==> src/rtl/mips_mc_ctrl_pkg.sv <==
// Shared constants for the multicycle MIPS controller: ALU codes, opcode/funct values, FSM states.
// Optional ANDI/ORI support is enabled by defining MC_CTRL_ANDI_ORI_EN.
package mips_mc_ctrl_pkg;

    localparam logic [2:0] ALU_AND = 3'b000;
    localparam logic [2:0] ALU_OR  = 3'b001;
    localparam logic [2:0] ALU_ADD = 3'b010;
    localparam logic [2:0] ALU_SUB = 3'b110;
    localparam logic [2:0] ALU_SLT = 3'b111;

    localparam logic [5:0] OP_RTYPE = 6'b000000;
    localparam logic [5:0] OP_LW    = 6'b100011;
    localparam logic [5:0] OP_SW    = 6'b101011;
    localparam logic [5:0] OP_BEQ   = 6'b000100;
    localparam logic [5:0] OP_ADDI  = 6'b001000;
    localparam logic [5:0] OP_J     = 6'b000010;
    localparam logic [5:0] OP_ANDI  = 6'b001100;
    localparam logic [5:0] OP_ORI   = 6'b001101;

    localparam logic [5:0] FN_ADD = 6'b100000;
    localparam logic [5:0] FN_SUB = 6'b100010;
    localparam logic [5:0] FN_AND = 6'b100100;
    localparam logic [5:0] FN_OR  = 6'b100101;
    localparam logic [5:0] FN_SLT = 6'b101010;

    localparam logic [3:0] S_FETCH   = 4'd0;
    localparam logic [3:0] S_DECODE  = 4'd1;
    localparam logic [3:0] S_MEMADR  = 4'd2;
    localparam logic [3:0] S_MEMRD   = 4'd3;
    localparam logic [3:0] S_MEMWB   = 4'd4;
    localparam logic [3:0] S_MEMWR   = 4'd5;
    localparam logic [3:0] S_RTYPEEX = 4'd6;
    localparam logic [3:0] S_RTYPEWB = 4'd7;
    localparam logic [3:0] S_BEQEX   = 4'd8;
    localparam logic [3:0] S_ADDIEX  = 4'd9;
    localparam logic [3:0] S_ADDIWB  = 4'd10;
    localparam logic [3:0] S_JEX     = 4'd11;
    localparam logic [3:0] S_LOGIEX  = 4'd12;

    typedef enum logic [2:0] {
        AOP_NONE  = 3'd0,
        AOP_ADD   = 3'd1,
        AOP_SUB   = 3'd2,
        AOP_FUNCT = 3'd3,
        AOP_AND   = 3'd4,
        AOP_OR    = 3'd5
    } aluop_t;

    // Opcode dispatch out of DECODE; returning FETCH marks the opcode as unsupported.
    function automatic logic [3:0] decode_next(input logic [5:0] op);
        logic [3:0] nxt;
        case (op)
            OP_LW, OP_SW: nxt = S_MEMADR;
            OP_RTYPE:     nxt = S_RTYPEEX;
            OP_BEQ:       nxt = S_BEQEX;
            OP_ADDI:      nxt = S_ADDIEX;
            OP_J:         nxt = S_JEX;
`ifdef MC_CTRL_ANDI_ORI_EN
            OP_ANDI, OP_ORI: nxt = S_LOGIEX;
`endif
            default:      nxt = S_FETCH;
        endcase
        return nxt;
    endfunction

endpackage

==> src/rtl/mips_mc_ctrl_alu_dec.sv <==
// ALU decoder: maps the FSM's ALU request (and funct for R-type) onto ALUcont.
module mips_mc_ctrl_alu_dec
    import mips_mc_ctrl_pkg::*;
#(
    parameter int OP_W   = 6,
    parameter int ALUC_W = 3
) (
    input  aluop_t            aluop,
    input  logic [OP_W-1:0]   funct,
    output logic [ALUC_W-1:0] alucont
);

    // Unknown R-type funct falls back to ADD; states with no ALU use drive zero.
    always_comb begin
        alucont = '0;
        case (aluop)
            AOP_ADD: alucont = ALUC_W'(ALU_ADD);
            AOP_SUB: alucont = ALUC_W'(ALU_SUB);
            AOP_AND: alucont = ALUC_W'(ALU_AND);
            AOP_OR:  alucont = ALUC_W'(ALU_OR);
            AOP_FUNCT: begin
                case (funct)
                    FN_ADD:  alucont = ALUC_W'(ALU_ADD);
                    FN_SUB:  alucont = ALUC_W'(ALU_SUB);
                    FN_AND:  alucont = ALUC_W'(ALU_AND);
                    FN_OR:   alucont = ALUC_W'(ALU_OR);
                    FN_SLT:  alucont = ALUC_W'(ALU_SLT);
                    default: alucont = ALUC_W'(ALU_ADD);
                endcase
            end
            default: alucont = '0;
        endcase
    end

endmodule

==> src/rtl/mips_mc_ctrl.sv <==
// Multicycle MIPS control unit: Moore FSM sequencing the shared-ALU datapath.
// Defining MC_CTRL_ANDI_ORI_EN adds ANDI/ORI support and the ImmZext output.
module mips_mc_ctrl
    import mips_mc_ctrl_pkg::*;
#(
    parameter int OP_W   = 6,
    parameter int ALUC_W = 3
) (
    input  logic              clk,
    input  logic              resetn,
    input  logic [OP_W-1:0]   op,
    input  logic [OP_W-1:0]   funct,
    input  logic              zero,
    output logic [ALUC_W-1:0] ALUcont,
    output logic              ALUSrcA,
    output logic [1:0]        ALUSrcB,
    output logic [1:0]        PCSrc,
    output logic              IorD,
    output logic              MemWrite,
    output logic              IRWrite,
    output logic              RegDst,
    output logic              MemtoReg,
    output logic              RegWrite,
    output logic              PCEn,
`ifdef MC_CTRL_ANDI_ORI_EN
    output logic              ImmZext,
`endif
    output logic              illegal
);

    logic [3:0] state_q, state_d, dec_next_s;
    aluop_t     aluop_s;
    logic       alusrca_s, iord_s, memwrite_s, irwrite_s, regdst_s, memtoreg_s;
    logic       regwrite_s, pcwrite_s, branch_s, illegal_s;
    logic [1:0] alusrcb_s, pcsrc_s;
`ifdef MC_CTRL_ANDI_ORI_EN
    logic       immzext_s;
`endif

    assign dec_next_s = decode_next(6'(op));

    // Next-state and Moore output decode from the current state.
    always_comb begin
        state_d    = S_FETCH;
        aluop_s    = AOP_NONE;
        alusrca_s  = 1'b0;
        alusrcb_s  = 2'd0;
        pcsrc_s    = 2'd0;
        iord_s     = 1'b0;
        memwrite_s = 1'b0;
        irwrite_s  = 1'b0;
        regdst_s   = 1'b0;
        memtoreg_s = 1'b0;
        regwrite_s = 1'b0;
        pcwrite_s  = 1'b0;
        branch_s   = 1'b0;
        illegal_s  = 1'b0;
`ifdef MC_CTRL_ANDI_ORI_EN
        immzext_s  = 1'b0;
`endif
        case (state_q)
            S_FETCH: begin
                irwrite_s = 1'b1;
                alusrcb_s = 2'd1;
                aluop_s   = AOP_ADD;
                pcwrite_s = 1'b1;
                state_d   = S_DECODE;
            end
            S_DECODE: begin
                alusrcb_s = 2'd3;
                aluop_s   = AOP_ADD;
                state_d   = dec_next_s;
                illegal_s = (dec_next_s == S_FETCH);
            end
            S_MEMADR: begin
                alusrca_s = 1'b1;
                alusrcb_s = 2'd2;
                aluop_s   = AOP_ADD;
                if (6'(op) == OP_LW) begin
                    state_d = S_MEMRD;
                end else if (6'(op) == OP_SW) begin
                    state_d = S_MEMWR;
                end else begin
                    state_d = S_FETCH;
                end
            end
            S_MEMRD: begin
                iord_s  = 1'b1;
                state_d = S_MEMWB;
            end
            S_MEMWB: begin
                memtoreg_s = 1'b1;
                regwrite_s = 1'b1;
                state_d    = S_FETCH;
            end
            S_MEMWR: begin
                iord_s     = 1'b1;
                memwrite_s = 1'b1;
                state_d    = S_FETCH;
            end
            S_RTYPEEX: begin
                alusrca_s = 1'b1;
                aluop_s   = AOP_FUNCT;
                state_d   = S_RTYPEWB;
            end
            S_RTYPEWB: begin
                regdst_s   = 1'b1;
                regwrite_s = 1'b1;
                state_d    = S_FETCH;
            end
            S_BEQEX: begin
                alusrca_s = 1'b1;
                aluop_s   = AOP_SUB;
                branch_s  = 1'b1;
                pcsrc_s   = 2'd1;
                state_d   = S_FETCH;
            end
            S_ADDIEX: begin
                alusrca_s = 1'b1;
                alusrcb_s = 2'd2;
                aluop_s   = AOP_ADD;
                state_d   = S_ADDIWB;
            end
            S_ADDIWB: begin
                regwrite_s = 1'b1;
                state_d    = S_FETCH;
            end
            S_JEX: begin
                pcsrc_s   = 2'd2;
                pcwrite_s = 1'b1;
                state_d   = S_FETCH;
            end
`ifdef MC_CTRL_ANDI_ORI_EN
            S_LOGIEX: begin
                alusrca_s = 1'b1;
                alusrcb_s = 2'd2;
                aluop_s   = (6'(op) == OP_ANDI) ? AOP_AND : AOP_OR;
                immzext_s = 1'b1;
                state_d   = S_ADDIWB;
            end
`endif
            default: begin
                state_d = S_FETCH;
            end
        endcase
    end

    // State register; reset lands in FETCH and aborts any instruction in flight.
    always_ff @(posedge clk or negedge resetn) begin
        if (!resetn) begin
            state_q <= S_FETCH;
        end else begin
            state_q <= state_d;
        end
    end

    mips_mc_ctrl_alu_dec #(
        .OP_W   (OP_W),
        .ALUC_W (ALUC_W)
    ) u_alu_dec (
        .aluop   (aluop_s),
        .funct   (funct),
        .alucont (ALUcont)
    );

    assign ALUSrcA  = alusrca_s;
    assign ALUSrcB  = alusrcb_s;
    assign PCSrc    = pcsrc_s;
    assign IorD     = iord_s;
    assign RegDst   = regdst_s;
    assign MemtoReg = memtoreg_s;
    assign illegal  = illegal_s;
    // Write enables are masked by resetn so nothing commits while reset is held.
    assign MemWrite = memwrite_s & resetn;
    assign IRWrite  = irwrite_s & resetn;
    assign RegWrite = regwrite_s & resetn;
    assign PCEn     = (pcwrite_s | (branch_s & zero)) & resetn;
`ifdef MC_CTRL_ANDI_ORI_EN
    assign ImmZext  = immzext_s;
`endif

endmodule
==> config.mk <==
export PLATFORM = sky130hd
export DESIGN_NAME = mips_mc_ctrl
export DESIGN_NICKNAME = d
export VERILOG_FILES = /design/src/rtl/mips_mc_ctrl_pkg.sv /design/src/rtl/mips_mc_ctrl_alu_dec.sv /design/src/rtl/mips_mc_ctrl.sv
export SDC_FILE = /design/constraint.sdc
export NUM_CORES = 1
export LEC_CHECK = 0
export ABC_CLOCK_PERIOD_IN_PS = 1600
export BUFFER_PORTS_ARGS = -buffer_cell sky130_fd_sc_hd__buf_4
export CORE_AREA = 2 2 39 41
export CTS_BUF_LIST = sky130_fd_sc_hd__clkbuf_16
export DETAILED_ROUTE_END_ITERATION = 16
export DIE_AREA = 0 0 41 43
export PLACE_DENSITY = 0.83
export SETUP_SLACK_MARGIN = 0.3
export SLEW_MARGIN = 10
export SYNTH_ARGS = -nofsm -noshare
export SYNTH_HDL_FRONTEND = slang
export SYNTH_SLANG_ARGS = --single-unit
==> constraint.sdc <==
create_clock -name clk -period 1.6 [get_ports clk]
set_input_delay 0.32 -clock clk [delete_from_list [all_inputs] [get_ports clk]]
set_output_delay 0.32 -clock clk [all_outputs]
set_load 0.01 [all_outputs]
; Word-level counts from Yosys, hierarchy flattened
; Index checks and enable logic that the tools add are counted.
[classes]
addsub = 0
mul = 0
div_mod_pow = 0
order_cmp = 0
eq_ne = 24
shifts = 0
mux = 19
bitwise_logic = 6
n_reduce_logical = 10
[ops]
columns = operator, n
row1 = $eq A6 B6 Y1 const B, 6
row2 = $pmux W3 S4, 2
row3 = $pmux W4 S6, 1
row4 = $pmux W4 S5, 1
row5 = $eq A4 B3 Y1 const B, 4
row6 = $eq A4 B4 Y1 const B, 4
row7 = $pmux W2 S3, 2
row8 = $mux W1, 10
row9 = $eq A4 B2 Y1 const B, 2
row10 = $logic_not A4 Y1, 2
row11 = $reduce_or A2 Y1, 4
row12 = $reduce_or A4 Y1, 2
row13 = $eq A6 B2 Y1 const B, 1
row14 = $eq A6 B3 Y1 const B, 1
row15 = $eq A6 B4 Y1 const B, 1
row16 = $logic_not A6 Y1, 1
row17 = $mux W3, 2
row18 = $and A1 B1 Y1, 5
row19 = $eq A2 B2 Y1 const B, 2
row20 = $eq A4 B1 Y1 const B, 1
row21 = $pmux W2 S2, 1
row22 = $eq A2 B3 Y1 const B, 1
row23 = $reduce_or A3 Y1, 1
row24 = $eq A2 B1 Y1 const B, 1
row25 = $or A1 B1 Y1, 1
[totals]
ff_bits = 4
latchBits = 0
mem_bits_rw = 0
rom_bits = 0
input_bits = 15
elab_cells = 60
n_memories = 0

; Depth between registers and ports, before layout
; Gate-level depths: netlist (run 1).
[depth]
word_depth = 5
depth_mapped = 5
ltp_nobuf = 4

; By module
; Synthesis (run 1) repeated with hierarchy kept, for this count alone.
[hier_totals]
cells_unflattened = 84
area_unflattened_um2 = 636.9
[modules_own_cells]
columns = module, instances, cells_per_inst, area_each_um2, seq_area_each_um2
row1 = mips_mc_ctrl, 1, 71, 531.8, 100.1
row2 = mips_mc_ctrl_alu_dec, 1, 13, 105.1, 0.0

; Worst setup path before layout (run 1)
; No wires, ideal clock.
[synth_timing]
kind = reg2out
start = register state_q[3]
end = output port ALUcont[1]
t_arrival_ns = 1.241
t_required_ns = 1.280
setup_slack_ns = 0.039
path_stages_with_launch = 5
path_cell_list = dfrtp_1 or2b_1 nor2_2 nand3_1 o32a_1
[synth_via]
elab_chain_len = 5
elab_cells_between_ends = 13
[synth_lines]
columns = item, line
row1 = "start, declared", mips_mc_ctrl.sv:31  ; logic [3:0] state_q, state_d, dec_next_s;
row2 = "start signal, assigned", mips_mc_ctrl.sv:153  ; state_q <= state_d;
row3 = "$eq A4 B2 Y1, or another cell as far along", mips_mc_ctrl.sv:61  ; case (state_q)
row4 = $reduce_or A4 Y1 (no line), --
row5 = $pmux W2 S3 *, mips_mc_ctrl.sv:61
row6 = "$eq A2 B3 Y1, or another cell as far along", mips_mc_ctrl_alu_dec.sv:16  ; case (aluop)
row7 = $pmux W3 S4 *, mips_mc_ctrl_alu_dec.sv:16
row8 = "end, declared", mips_mc_ctrl.sv:14  ; output logic [ALUC_W-1:0] ALUcont,
; Mark *: on every way between the ends. The rest lies on a longest branch, timed or not.

; Final worst setup path (run 1)
; Ends and elaborated chain as after synthesis.

==> results.cfg, run 1 <==
[setup_path]
r2r_start = state_q[2]$_DFF_PN0_
crit_chain = or2b_4 > nor2_4 > nand3_2 > o32a_1 > buf_6
arrival_ns = 1.53
worstPathMaxFanout = 2
cp.required_ns = 1.28
worstSetupStartpointType = register
r2r_setup_slack_ns = 0.22
r2r_end = state_q[2]$_DFF_PN0_
critPathKind = register to output port
end_kind = output port
reg2reg_depth = 7
max_stage_delay_ns = 0.39
worst_path_max_delay_cell = dfrtp_1

[finish]
layout_common_cells = buf_4, buf_6, nand2_1
top_regs = state_q: 4 flops
antennaDiodeCount = 0
final_net_count = 143
layout_commonest_cell = buf_4
regMostFlops = state_q
n_fill_cell = 67
final_area_mm2 = 0.00121
finalNonFillerCells = 142
largest_reg_flops = 4
area_growth_pct = 128
final_util_pct = 87.8
drive_above_1_share_pct = 65.1

[status]
violations = setup timing
status = finished with violations

[route]
avgRoutedWirePerCell_um = 19.3
routed_via_density = 5.94
ant_nets = 0
drt-pass1-iter-count = 4
drt_wl_total_um = 2750
drcViolationCount = 0
vias = 843
drtIter0Drc = 30

[global_route]
grt_max_degree = 14
antenna_found_initial = 0
overflow = 0
grt_usage_pct = 32.6
grt_pass1_wl_um = 3790
grt_pass1_vias = 848

[yosys]
synthTopCellsByArea = dfrtp_1, nand2b_1, nand2_1
synth_ff_type = dfrtp_1
synth_top_area_cell = dfrtp_1
synth_fp_nets = 90
yosys_warnings = 0
synth_area_um2 = 533
synth_edf_count = 0
synthesis.instances = 75
yosysUniqueCellTypes = 33
synth_top_cell_area_share_pct = 18.8
synthArstFlopShare_pct = 100
seq_area_frac_synth_pct = 18.8
syn_avg_cell_area_um2 = 7.11
ys_ff_latch = 4

[cts]
cts_sinks = 4
tritoncts = done
clkLatencyLatePin_ns = 0.23
path_clk_slew_ns = 0.03
cts.root.buffer_cell = clkbuf_16
cts_buffers = 3
h-tree-depth = 1
clk_path_buf_depth = 2

[hold_path]
hp-start = op[3]
hp-class = input pin to register
hold_path_end = state_q[1]$_DFF_PN0_
worstHoldPathCells = 2

[placed_design]
preCtsSetupSlack_ns = -0.00240
place_inst = 126
hpwl_um = 1310
gp_congestion = 0.857
dpl_cell_area_um2 = 842
io_buffers = 30

[power_and_ir_drop]
sw_frac_of_total_pct = 37.4
p_leak_nw = 0.567
power.internal_mw = 0.878
vdd_drop_max_v = 0.000931
clock_power_share_pct = 28.6
seqPwrFrac_pct = 10.7
switching_power_mw = 0.524
p_total_mw = 1.40
p_comb_share_pct = 60.6
powerDensity_mw_per_mm2 = 1150

[sta]
setup_viol = 14
fin_setup_tns_ns = -1.32
clock.fmax_ghz = 0.541
min_period_ns = 1.85
hold_viol = 0
tightest_slew_ns = 0.382
rsz0062_at_grt = true
skew_ns = 0.00114
period_share_pct = 115
whs_ns = 0.430
slew_viol_final = 0
slew_headroom_pct = 74.3
final.setup.worst_slack_ns = -0.247

[flow_run]
maxCapViolations = 0

[floorplan]
fp-row-count = 14
die_h_um = 43
ios = 31
core_mm2 = 0.00138
dieArea_mm2 = 0.00176
die_width_um = 41
initial_core_util_pct = 38.5
-- what timing repair did --
| action | 4_1_cts | 5_1_grt |
|---|---|---|
| cloned | 1 | 0 |
| endpoints found under the setup margin | 16 | 18 |
| hold endpoints to repair | 4 | 0 |
| buffers inserted | 8 | 3 |
| gates resized for setup | 34 | 17 |
| pin swaps | 8 | 6 |
| hold buffers | 1 | 0 |
-- synthesized netlist by cell type, types with 2 or more instances --
cell / number
o31ai_1: 2
nor2b_1: 3
nor2_1: 7
buf_4: 2
a21oi_1: 4
and3_1: 4
nand2_1: 7
inv_1: 3
dfrtp_1: 4
nor3_1: 4
nand3_1: 4
a31oi_1: 4
nand2b_1: 5
o21ai_0: 3
-- worst max-delay path, delay by kind of cell, from the launching register on --
| family | cells | cell delay [ns] |
|---|---|---|
| buffers and inverters | 1 | 0.14 |
| AOI/OAI and AO/OA | 1 | 0.32 |
| and+or+nand+nor | 3 | 0.45 |
| DFF | 1 | 0.39 |
-- cell families (layout without fill, tap and decap cells) --
group | Yosys count | after routing | synth area share, %
AO/OA/AOI/OAI | 18 | 18 | 23.7
XOR/XNOR | 2 | 2 | 3.29
buffers and inverters | 7 | 58 | 7.98
flip-flops | 4 | 4 | 18.8
AND/OR/NAND/NOR | 44 | 44 | 46.3
-- power groups by stage --
stage	combinational, mW	sequential [mW]	clock (mW)
3_5_place_dp	0.554	0.135	0
2_1_floorplan	0.317	0.140	0
5_1_grt	0.899	0.152	0.409
6_report	0.850	0.151	0.402
3_3_place_gp	0.540	0.134	0
4_1_cts	0.722	0.141	0.392
-- layout make-up --
type / instances / area [um2] / share of cell area, %
clock buffers: 3 / 75.1 / 6.18
well taps: 16 / 20.0 / 1.65
inverters: 3 / 13.8 / 1.13
repair buffers: 52 / 462 / 38.0
flip-flops and latches: 4 / 101 / 8.34
multi-input cells: 64 / 543 / 44.7
-- worst max path at each step --
| stage | from | endpoint | slack (ns) | cells past startpoint |
|---|---|---|---|---|
| floorplan | state_q[3]$_DFF_PN0_ | ALUcont[1] | 0.08 | 4 |
| global placement | state_q[3]$_DFF_PN0_ | ALUcont[1] | 0.02 | 5 |
| detailed placement | funct[3] | ALUcont[0] | -0.002 | 5 |
| CTS | state_q[3]$_DFF_PN0_ | ALUcont[1] | -0.19 | 5 |
| global route | state_q[3]$_DFF_PN0_ | ALUcont[1] | -0.30 | 5 |
| finish | state_q[3]$_DFF_PN0_ | ALUcont[1] | -0.25 | 5 |
-- per-layer routing --
metal  up-vias  share of wire [%]  GRT usage [%]
met5         -                  0              0
met2        48                 51           50.9
met3        13                5.5           8.90
li1        382                  -              -
met4         0                4.1           21.3
met1       400                 40           36.3
No activity file was read; power rests on OpenSTA's default activity.
==> inputs of run 2 (changes only) <==
--- a/config.mk
+++ b/config.mk
@@ -7,13 +7,14 @@
 export LEC_CHECK = 0
 export ABC_CLOCK_PERIOD_IN_PS = 1600
 export BUFFER_PORTS_ARGS = -buffer_cell sky130_fd_sc_hd__buf_4
-export CORE_AREA = 2 2 39 41
+export CORE_MARGIN = 2
+export CORE_UTILIZATION = 45
 export CTS_BUF_LIST = sky130_fd_sc_hd__clkbuf_16
 export DETAILED_ROUTE_END_ITERATION = 16
-export DIE_AREA = 0 0 41 43
-export PLACE_DENSITY = 0.83
+export PLACE_DENSITY = 0.87
 export SETUP_SLACK_MARGIN = 0.3
 export SLEW_MARGIN = 10
 export SYNTH_ARGS = -nofsm -noshare
 export SYNTH_HDL_FRONTEND = slang
+export SYNTH_HIERARCHICAL = 1
 export SYNTH_SLANG_ARGS = --single-unit
==> run 2 against run 1 <==
Effect of this change:
- the run now fails in 5_1_grt
- area after synthesis is 19% higher
- synthesized cell count is 12% higher
==> results.cfg, run 2 <==
[yosys]
synthAdderAreaFrac_pct = 0
yosys_warnings = 6
synthArstFlopShare_pct = 100
synthTopCellsByArea = dfrtp_1, nand2b_1, nor3_1
synth_area_um2 = 637
ys_ff_latch = 4
synthesis.instances = 84
synth_edf_count = 0
yosysUniqueCellTypes = 39
synth-xor-area-share_pct = 5.50
synthMuxAreaShare_pct = 1.77
synth_top_family_by_area = simple AND/OR/NAND/NOR gates
syn_avg_cell_area_um2 = 7.58
synth_ff_type = dfrtp_1
synth-compound-area-share_pct = 21.6
synthSimpleGateAreaFrac_pct = 44.8
synth_top_area_cell = dfrtp_1
synth_top_cell_area_share_pct = 15.7
seq_area_frac_synth_pct = 15.7
synthTopCellsByCount = nor2_1, nor3_1, a21oi_1, inv_1, nand2b_1

[floorplan]
initial_core_util_pct = 48.3
ios = 31
die_h_um = 41.6
die_width_um = 41.6
fp-row-count = 13

[cts]
cts_sinks = 4
cts_buffers = 3
clk_path_buf_depth = 2
cts.root.buffer_cell = clkbuf_16
h-tree-depth = 1

[status]
error = [ERROR DPL-0038] Utilization greater than 100%, impossible to legalize
flow.stopped_at = 5_1_grt
status = did not finish

[placed_design]
io_buffers = 30
hpwl_um = 1660
gp_congestion = 0.794
dpl_cell_area_mm2 = 0.00100

[sta]
grt-worst-endpoint = ALUcont[0]
worstEndpointType = top-level output

[global_route]
grt_max_degree = 13
## run 2: changes by cell type after synthesis, moves of 3 or more
cell,previous run,this run
nand2_1,7,4
a31oi_1,4,1
o21ai_1,0,3
o211ai_1,0,4
## run 2: cell families after synthesis
kind of cell,count (synthesis)
AND/OR/NAND/NOR,42
XOR/XNOR,4
buffers and inverters,11
other,1
AO/OA/AOI/OAI,21
flip-flops,4
multiplexers,1
## run 2: what timing repair did
item,in CTS
hold buffers,1
cloned,0
resized for setup,17
setup endpoints to repair,18
pin swaps,9
endpoints found under the hold margin,4
setup buffers,9
## run 2: stage by stage
stage	hold WS [ns]	std cells	setup WS, ns	util [%]
4_1_cts	0.413	156	-0.330	92.9
2_1_floorplan	0.0244	87	-0.0349	-
3_3_place_gp	0.126	143	-0.0854	76.2
3_5_place_dp	0.127	143	-0.211	76.2
==> inputs of run 3 (changes only) <==
--- a/config.mk
+++ b/config.mk
@@ -7,12 +7,10 @@
 export LEC_CHECK = 0
 export ABC_CLOCK_PERIOD_IN_PS = 1600
 export BUFFER_PORTS_ARGS = -buffer_cell sky130_fd_sc_hd__buf_4
-export CORE_MARGIN = 2
-export CORE_UTILIZATION = 45
-export CTS_BUF_LIST = sky130_fd_sc_hd__clkbuf_16
+export CORE_AREA = 2 2 63 65
 export DETAILED_ROUTE_END_ITERATION = 16
-export PLACE_DENSITY = 0.87
-export SETUP_SLACK_MARGIN = 0.3
+export DIE_AREA = 0 0 65 67
+export PLACE_DENSITY_LB_ADDON = 0.15
 export SLEW_MARGIN = 10
 export SYNTH_ARGS = -nofsm -noshare
 export SYNTH_HDL_FRONTEND = slang
==> run 3 against run 2 <==
Effect of this change:
- the flow now finishes, with violations (setup timing)
- area after synthesis stayed put
- synthesized cell count stayed put
==> results.cfg, run 3 <==
[yosys]
synthSimpleGateAreaFrac_pct = 44.8
synth-xor-area-share_pct = 5.50
synthTopCellsByCount = nor2_1, nor3_1, a21oi_1, inv_1, nand2b_1
syn_avg_cell_area_um2 = 7.58
synthAdderAreaFrac_pct = 0
ys_ff_latch = 4
synthesis.instances = 84
synthArstFlopShare_pct = 100
synth_top_area_cell = dfrtp_1
synth_top_cell_area_share_pct = 15.7
yosys_warnings = 6
synth_ff_type = dfrtp_1
synth_top_family_by_area = simple AND/OR/NAND/NOR gates
synthMuxAreaShare_pct = 1.77
seq_area_frac_synth_pct = 15.7
synth_area_um2 = 637
synth-compound-area-share_pct = 21.6
synthTopCellsByArea = dfrtp_1, nand2b_1, nor3_1
yosysUniqueCellTypes = 39
synth_edf_count = 0

[sta]
clock.fmax_ghz = 0.537
fin_setup_tns_ns = -2.01
rsz0062_at_grt = true
whs_ns = 0.370
period_share_pct = 116
slew_viol_final = 0
final.setup.worst_slack_ns = -0.262
min_period_ns = 1.86
skew_ns = 0.00357
hold_viol = 0
setup_viol = 13

[power_and_ir_drop]
p_leak_nw = 0.522
clock_power_share_pct = 19.2
p_comb_share_pct = 66.8
power.internal_mw = 0.690
vdd_drop_max_v = 0.000271
p_total_mw = 1.13
powerDensity_mw_per_mm2 = 998
sw_frac_of_total_pct = 39.1
switching_power_mw = 0.444
seqPwrFrac_pct = 14.0

[floorplan]
ios = 31
initial_core_util_pct = 17.7
die_h_um = 67
fp-row-count = 22
dieArea_mm2 = 0.00436
die_width_um = 65
core_mm2 = 0.00361

[global_route]
grt_pass1_wl_um = 3440
antenna_found_initial = 0
grt_pass1_vias = 812
grt_util_met2_pct = 19.1
overflow = 0
grt_usage_pct = 10.4
grt_max_degree = 13
met1_usage_pct = 11.1
grt_use_met3_pct = 1.69
busiest_layer = met2

[finish]
n_fill_cell = 396
final_net_count = 153
final_util_pct = 31.5
regMostFlops = state_q
layout.area.seq_um2 = 100
antennaDiodeCount = 0
drive_above_1_share_pct = 52.2
area_growth_pct = 78.4
layout_common_cells = buf_4, nor3_1, inv_1, nor2_1
finalNonFillerCells = 184
largest_reg_flops = 4
top_regs = state_q: 4 flops
multi_input_area_um2 = 531
layout_commonest_cell = buf_4

[placed_design]
io_buffers = 30
place_inst = 180
gp_congestion = 0.748
hpwl_um = 1690

[setup_path]
worstPathMaxFanout = 5
worstSetupStartpointType = register
cp.required_ns = 1.28
startpoint = state_q[2]$_DFF_PN0_
end_kind = output port
critPathKind = register to output port
arrival_ns = 1.54
r2r_start = state_q[1]$_DFF_PN0_

[cts]
h-tree-depth = 1
cts_sinks = 4
clkLatencyLatePin_ns = 0.22
tritoncts = done
cts.root.buffer_cell = clkbuf_8
clk_path_buf_depth = 2
path_clk_slew_ns = 0.03
cts_buffers = 3
post-cts-setup-buffers = 0

[route]
drt-pass1-iter-count = 4
drtIter0Drc = 11
ant_nets = 0
routed_via_density = 4.28
avgRoutedWirePerCell_um = 11.3
vias = 787
drcViolationCount = 0
drt_wl_total_um = 2070

[status]
status = finished with violations
violations = setup timing

[flow_run]
maxCapViolations = 0

[hold_path]
hp-start = op[3]
hp-class = input pin to register
[run 3: cell counts after synthesis]
No cell type changed its count.
[run 3: layout make-up]
type / count / area share, %
Clock buffer: 3 / 3.63
Timing Repair Buffer: 50 / 33.3
Tap cell: 48 / 5.29
Sequential cell: 4 / 8.81
Inverter: 7 / 2.31
Multi-Input combinational cell: 72 / 46.7
[run 3: path summary, 6_finish.rpt]
path	slack, ns	cells after the start	end
max in group asynchronous	0.92	2	state_q[1]$_DFF_PN0_
min in group asynchronous	0.50	2	state_q[2]$_DFF_PN0_
max	-0.26	6	ALUcont[1]
min	0.37	2	state_q[1]$_DFF_PN0_
max reg2reg	0.21	5	state_q[2]$_DFF_PN0_
min reg2reg	0.66	2	state_q[0]$_DFF_PN0_
[run 3: power groups by stage]
stage / clock network (mW) / logic (mW) / registers [mW]
global placement: 0 / 0.725 / 0.156
CTS: 0.221 / 0.760 / 0.159
finish: 0.218 / 0.758 / 0.158
floorplan: 0 / 0.400 / 0.146
detailed placement: 0 / 0.728 / 0.157
global route: 0.231 / 0.831 / 0.162
[run 3: cells by family (layout without fill, tap and decap cells)]
kind of cell / count (synthesis) / after routing
other: 1 / 4
AO/OA/AOI/OAI: 21 / 21
multiplexers: 1 / 1
buffers and inverters: 11 / 60
XOR/XNOR: 4 / 4
AND/OR/NAND/NOR: 42 / 42
flip-flops: 4 / 4
[run 3: per-stage QoR]
step	instance area (um2)	worst slack, ns
2_1_floorplan	674	-0.0349
3_3_place_gp	1060	-0.0655
3_5_place_dp	1060	-0.121
4_1_cts	1130	-0.280
5_1_grt	1140	-0.338
6_report	1140	-0.262
[run 3: critical path, stage by stage (launching register included)]
cell and delay [ns]:
dfrtp_1 0.40, nand2b_4 0.15, mux2_4 0.28, nor2_4 0.11
and4_1 0.20, nor3_2 0.05, buf_4 0.13
[run 3: metal layers]
layer / vias to the layer above / share of wire, %
met5: - / 0
met1: 351 / 40
met4: 0 / 2.3
met3: 5 / 6.2
li1: 406 / -
met2: 25 / 51
[run 3: timing repair]
item / 4_1_cts / 5_1_grt
gates resized for setup: 3 / 2
pin swaps: 3 / 0
endpoints found under the hold margin: 4 / 0
hold buffers: 1 / 0
setup endpoints to repair: 13 / 14
gates cloned: 0 / 0
